### src/rtl/mac_pkg.sv
// Shared types and default sizing for the sparse MAC row datapath and its sequencer.
package mac_pkg;

    typedef enum logic [2:0] {
        IDLE,
        LOAD,
        STREAM,
        DRAIN,
        DONE
    } state_t;

    localparam int NZ_DEF      = 8;
    localparam int BW_DEF      = 4;
    localparam int PSUM_BW_DEF = 20;
    localparam int COL_DEF     = 4;

endpackage

### src/rtl/mac_row_seq_cnt.sv
// Loadable down-counter with zero and last (==1) flags.
// Latency: load/decrement visible the cycle after the request.
// Backpressure: none; the caller never decrements at zero, so the count never wraps.
module mac_row_seq_cnt #(
    parameter int W = 8
) (
    input  logic         clk,
    input  logic         reset,
    input  logic         load,
    input  logic [W-1:0] load_val,
    input  logic         dec,
    output logic         zero,
    output logic         last
);

    logic [W-1:0] cnt;

    always_ff @(posedge clk) begin
        if (reset) begin
            cnt <= '0;
        end else if (load) begin
            cnt <= load_val;
        end else if (dec) begin
            cnt <= cnt - W'(1);
        end
    end

    assign zero = (cnt == '0);
    assign last = (cnt == W'(1));

endmodule

### src/rtl/mac_row_seq.sv
// Job sequencer for one sparse MAC row; optional perf counters under MAC_ROW_SEQ_PERF_EN.
// Latency: start@t0 -> load@t1 -> acts from t2 -> psum_valid at t2+num_act+DRAIN_LAT+1 (plus stalls).
// Backpressure: act_valid low stalls the stream; result is held in DONE until psum_ready.
module mac_row_seq
    import mac_pkg::*;
#(
    parameter int nz        = NZ_DEF,
    parameter int bw        = BW_DEF,
    parameter int psum_bw   = PSUM_BW_DEF,
    parameter int col       = COL_DEF,
    parameter int CNT_BW    = 8,
    parameter int DRAIN_LAT = 2
) (
    input  logic                   clk,
    input  logic                   reset,
    input  logic                   start,
    input  logic [CNT_BW-1:0]      num_act,
    input  logic [nz*bw-1:0]       wgt_flat,
    input  logic [nz*2-1:0]        widx_flat,
    input  logic [col*psum_bw-1:0] seed_psum_flat,
    input  logic                   act_valid,
    output logic                   act_ready,
    input  logic [2*bw-1:0]        act_data,
    input  logic [3:0]             act_idx,
    output logic                   busy,
    output logic                   row_load,
    output logic                   row_a_select,
    output logic                   row_execute,
    output logic [nz*bw-1:0]       row_wgt_flat,
    output logic [nz*2-1:0]        row_widx_flat,
    output logic [col*psum_bw-1:0] row_psum_flat,
    output logic [2*bw-1:0]        row_act_flat,
    output logic [3:0]             row_aidx_flat,
    input  logic [col*psum_bw-1:0] row_final_psum,
    output logic                   psum_valid,
    input  logic                   psum_ready,
    output logic [col*psum_bw-1:0] psum_out
`ifdef MAC_ROW_SEQ_PERF_EN
    ,
    output logic [31:0]            perf_busy_cyc,
    output logic [31:0]            perf_stall_cyc
`endif
);

    localparam int DW = $clog2(DRAIN_LAT + 2);

    state_t state, state_nxt;
    logic   job_take, capture, accept, exec_q;
    logic   rem_dec, rem_zero, rem_last;
    logic   drn_load, drn_dec, drn_zero, drn_last;

    mac_row_seq_cnt #(.W(CNT_BW)) u_rem (
        .clk      (clk),
        .reset    (reset),
        .load     (job_take),
        .load_val (num_act),
        .dec      (rem_dec),
        .zero     (rem_zero),
        .last     (rem_last)
    );

    // Loaded with DRAIN_LAT+1 and left on last, so DRAIN spans DRAIN_LAT+1 cycles.
    mac_row_seq_cnt #(.W(DW)) u_drn (
        .clk      (clk),
        .reset    (reset),
        .load     (drn_load),
        .load_val (DW'(DRAIN_LAT + 1)),
        .dec      (drn_dec),
        .zero     (drn_zero),
        .last     (drn_last)
    );

    always_ff @(posedge clk) begin
        if (reset) begin
            state <= IDLE;
        end else begin
            state <= state_nxt;
        end
    end

    always_comb begin
        state_nxt    = state;
        busy         = 1'b1;
        act_ready    = 1'b0;
        row_load     = 1'b0;
        row_a_select = 1'b0;
        psum_valid   = 1'b0;
        job_take     = 1'b0;
        capture      = 1'b0;
        rem_dec      = 1'b0;
        drn_load     = 1'b0;
        drn_dec      = 1'b0;
        case (state)
            IDLE: begin
                busy = 1'b0;
                if (start) begin
                    job_take  = 1'b1;
                    state_nxt = LOAD;
                end
            end
            LOAD: begin
                row_load     = 1'b1;
                row_a_select = 1'b1;
                if (rem_zero) begin
                    drn_load  = 1'b1;
                    state_nxt = DRAIN;
                end else begin
                    state_nxt = STREAM;
                end
            end
            STREAM: begin
                act_ready = 1'b1;
                if (act_valid) begin
                    rem_dec = 1'b1;
                    if (rem_last) begin
                        drn_load  = 1'b1;
                        state_nxt = DRAIN;
                    end
                end
            end
            DRAIN: begin
                drn_dec = !drn_zero;
                if (drn_last) begin
                    capture   = 1'b1;
                    state_nxt = DONE;
                end
            end
            DONE: begin
                psum_valid = 1'b1;
                if (psum_ready) begin
                    state_nxt = IDLE;
                end
            end
            default: state_nxt = IDLE;
        endcase
    end

    assign accept      = act_valid && act_ready;
    // Execute follows each accepted pair by one cycle, aligned with the act register.
    assign row_execute = (state == LOAD) || exec_q;

    always_ff @(posedge clk) begin
        if (reset) begin
            exec_q        <= 1'b0;
            row_wgt_flat  <= '0;
            row_widx_flat <= '0;
            row_psum_flat <= '0;
            row_act_flat  <= '0;
            row_aidx_flat <= '0;
            psum_out      <= '0;
        end else begin
            exec_q <= accept;
            if (job_take) begin
                row_wgt_flat  <= wgt_flat;
                row_widx_flat <= widx_flat;
                row_psum_flat <= seed_psum_flat;
            end
            if (accept) begin
                row_act_flat  <= act_data;
                row_aidx_flat <= act_idx;
            end
            if (capture) begin
                psum_out <= row_final_psum;
            end
        end
    end

`ifdef MAC_ROW_SEQ_PERF_EN
    always_ff @(posedge clk) begin
        if (reset) begin
            perf_busy_cyc  <= '0;
            perf_stall_cyc <= '0;
        end else begin
            if (busy && perf_busy_cyc != '1) begin
                perf_busy_cyc <= perf_busy_cyc + 32'd1;
            end
            if (state == STREAM && !act_valid && perf_stall_cyc != '1) begin
                perf_stall_cyc <= perf_stall_cyc + 32'd1;
            end
        end
    end
`endif

endmodule

### config.mk
export PLATFORM = sky130hd
export DESIGN_NAME = mac_row_seq
export DESIGN_NICKNAME = d
export VERILOG_FILES = /design/src/rtl/mac_pkg.sv /design/src/rtl/mac_row_seq_cnt.sv /design/src/rtl/mac_row_seq.sv
export SDC_FILE = /design/constraint.sdc
export NUM_CORES = 1
export LEC_CHECK = 0
export ABC_AREA = 1
export BUFFER_PORTS_ARGS = -buffer_cell sky130_fd_sc_hd__buf_2
export CAP_MARGIN = 20
export CORE_AREA = 3 3 180 182
export CTS_BUF_LIST = sky130_fd_sc_hd__clkbuf_16
export DETAILED_ROUTE_END_ITERATION = 6
export DIE_AREA = 0 0 183 185
export PLACE_DENSITY = 0.55
export SYNTH_ARGS = -nofsm -noshare
export SYNTH_HDL_FRONTEND = slang
export SYNTH_SLANG_ARGS = --single-unit
### constraint.sdc
create_clock -name clk -period 4 [get_ports clk]
set_clock_uncertainty 0.2 [all_clocks]
set_input_delay 0.2 -clock clk [delete_from_list [all_inputs] [get_ports clk]]
set_output_delay 0.2 -clock clk [all_outputs]
set_load 0.005 [all_outputs]
==> qor.yml <==
io_pins: 459
grt_max_degree: 119
synth_commonest_cells: "374 x nand2_1, 234 x dfxtp_1, 213 x a21oi_1, 101 x nand3_1, 48 x nor2_1"
grtUsageTotal_pct: 17.7
cts_buffers: 27
cts_tree: "done"
clock_latency_ns: 0.53
multi_input_area_sq_mm: 0.00342
clk_pin_slew_ns: 0.06
critical_path_class: "reg2reg"
fin_util_pct: 46.7
timing.fmax_mhz: 384
h-tree-depth: 1
peakVddDrop_mv: 0.315
synth_ff_type: "dfxtp_1"
worstHoldPathType: "in2reg"
nNetsFinal: 2016
drv_slew: 0
rsz0062_at_grt: "no"
antenna_found_initial: 2
rows: 64
ys_top_cells_by_area: "dfxtp_1 54%, nand2_1 16%, a21oi_1 12%, nand3_1 5.8%, buf_4 2.3%"
p_leak_uw: 0.00666
dr.pass1.iters: 4
area.growth.synth_to_final_pct: 66.2
synth_cell_types: 24
drc: 0
seqCellArea_sq_mm: 0.00468
hold_violations: 0
ant_nets: 0
hold_slack_ns: 0.256
critical_path.max_fanout: 84
grt_pass1_vias: 9801
swShare_pct: 32.7
startpoint: "state[2]$_SDFFE_PP0P_"
power_frac_comb_pct: 28.3
power.switching_uw: 2280
period_needed_ns: 2.60
worstSetupStartpointType: "flop"
viasPerCell: 4.49
io_buffers: 458
clkPwrFrac_pct: 31.8
dieWidth_um: 183
finalCritPeriodShare_pct: 65.1
status: "finished, final reports clean"
p_int_uw: 4700
wl_mm: 32.1
worstSetupEndpointType: "flop"
gr-total-overflow: 0
cap_violations: 0
fillers: 2965
relSlewSlack_pct: 41.2
vias: 9850
synth_nets: 1357
worst_pin_slew_ns: 0.882
synth.top_cell.area_share_pct: 54.2
dieArea_sq_mm: 0.0339
min_from: "wgt_flat[2]"
dpl.hpwl_mm: 20.3
gp_congestion: 0.764
setup_tns_ns: 0
post-cts-setup-buffer-count: 0
cp.arrival_ns: 2.84
pwr_density_cell_mw_per_mm2: 486
synth_cells: 1119
final_layout_size_suffix_gt1_share_pct: 28.2
yosysMostFrequentCell: "nand2_1"
synth-seq-area-share_pct: 54.2
cts.sink_count: 234
start_util_pct: 28.1
synth-async-reset-ratio_pct: 0
synth_edf_count: 0
cts-root-buf: "clkbuf_16"
setup_viol: 0
synth.avg_cell_area_sq_um: 7.73
seq_power_share_pct: 39.9
drt_iter0_drc: 396
synth_top_area_cell: "dfxtp_1"
core-area_sq_mm: 0.0307
yosys_warnings: 0
post_drt_wl_per_cell_um: 14.6
grt_pass1_wl_mm: 50.1
die_h_um: 185
yosys_register_bits: 234
clockBufferDepth: 3
syn_area_sq_mm: 0.00865
required_ns: 4.24
r2r_start: "state[2]$_SDFFE_PP0P_"
## metrics by stage
step                      power (uW)  worst slack [ns]  std cells  area [sq um]
after global routing            7450              1.16       2194         14400
after CTS                       7090              1.40       2192         14400
after detailed placement        4620              1.45       1897         11100
final                           6980              1.40       2194         14400
after floorplan                 3980              2.55       1119          8650
after global placement          4600              1.46       1897         11100
## what timing repair did
action	CTS	global route
gates resized for setup	0	0
hold endpoints to repair	233	0
hold buffers	248	0
## cells by family (layout without fill, tap and decap cells)
| family | count (synthesis) | after routing | synth area share (%) |
|---|---|---|---|
| other cells | 0 | 2 | 0 |
| xor+xnor | 1 | 1 | 0.101 |
| simple gates | 536 | 536 | 25.2 |
| compound gates | 230 | 230 | 13.3 |
| fa+ha+maj | 5 | 5 | 0.723 |
| flops | 234 | 234 | 54.2 |
| buf+inv | 113 | 790 | 6.47 |
## area by class of cell
type / instances / share of cell area (%)
Timing Repair Buffer: 715 / 33.9
Sequential cell: 234 / 32.6
Multi-Input combinational cell: 772 / 23.8
Clock buffer: 27 / 4.70
Tap cell: 396 / 3.45
Clock inverter: 20 / 0.749
Inverter: 28 / 0.749
Antenna cell: 2 / 0.0348
## final timing paths
kind                                                       end  slack [ns]  depth (start not counted)
worst min register to register       psum_out[73]$_SDFFE_PP0P_        0.26                          2
worst max register to register  row_psum_flat[16]$_SDFFE_PP0P_        1.40                          6
worst min-delay path              row_wgt_flat[2]$_SDFFE_PP0P_        0.26                          4
worst max-delay path            row_psum_flat[16]$_SDFFE_PP0P_        1.40                          6
## registers in the layout, indices dropped and copies added (netlist names)
register and flops:
psum_out 80, row_psum_flat 80, row_wgt_flat 32, row_widx_flat 16
row_act_flat 8, u_rem.cnt 8, row_aidx_flat 4, state 3
u_drn.cnt 2, exec_q 1
## critical path: stages, from the launching register on
cell and delay, ns:
dfxtp_1 0.42, inv_1 0.14, nand3_4 0.11, buf_4 0.48
buf_4 0.76, nand2_1 0.11, a21oi_1 0.20
## power by group through the flow
stage	registers [uW]	logic [uW]	clock network [uW]
global placement	2820	1780	0
detailed placement	2830	1790	0
floorplan	2840	1140	0
global route	2820	2230	2390
CTS	2780	2000	2310
finish	2790	1980	2220
## cells in the final DEF (no fill, tap or decap)
cell           count
o21ai_0           15
ha_1               4
diode_2            2
dlygate4sd3_1    248
nor2_2             2
nor3b_1            1
buf_12             2
xor2_1             1
inv_4              1
clkinv_2           1
dfxtp_1          234
nand2_1          374
nand3_1          101
or2_2              2
clkbuf_16         27
bufinv_16          1
ha_2               1
nand2_2            1
nor2_1            47
nor2_4             1
clkinv_1           6
nand3b_1           2
nand3_4            1
buf_2            457
inv_6              1
buf_4              7
inv_1             38
a21oi_1          213
o21ai_1            1
nand2_4            1
nor3_1             3
o211ai_1           1
buf_6              1
## layer usage
metal	track usage [%]	share of wire (%)
met2	31.3	48
met5	0	0
met1	20.8	41
met4	4.75	2.7
met3	5.58	8.9
(Power assumes the default switching activity.)
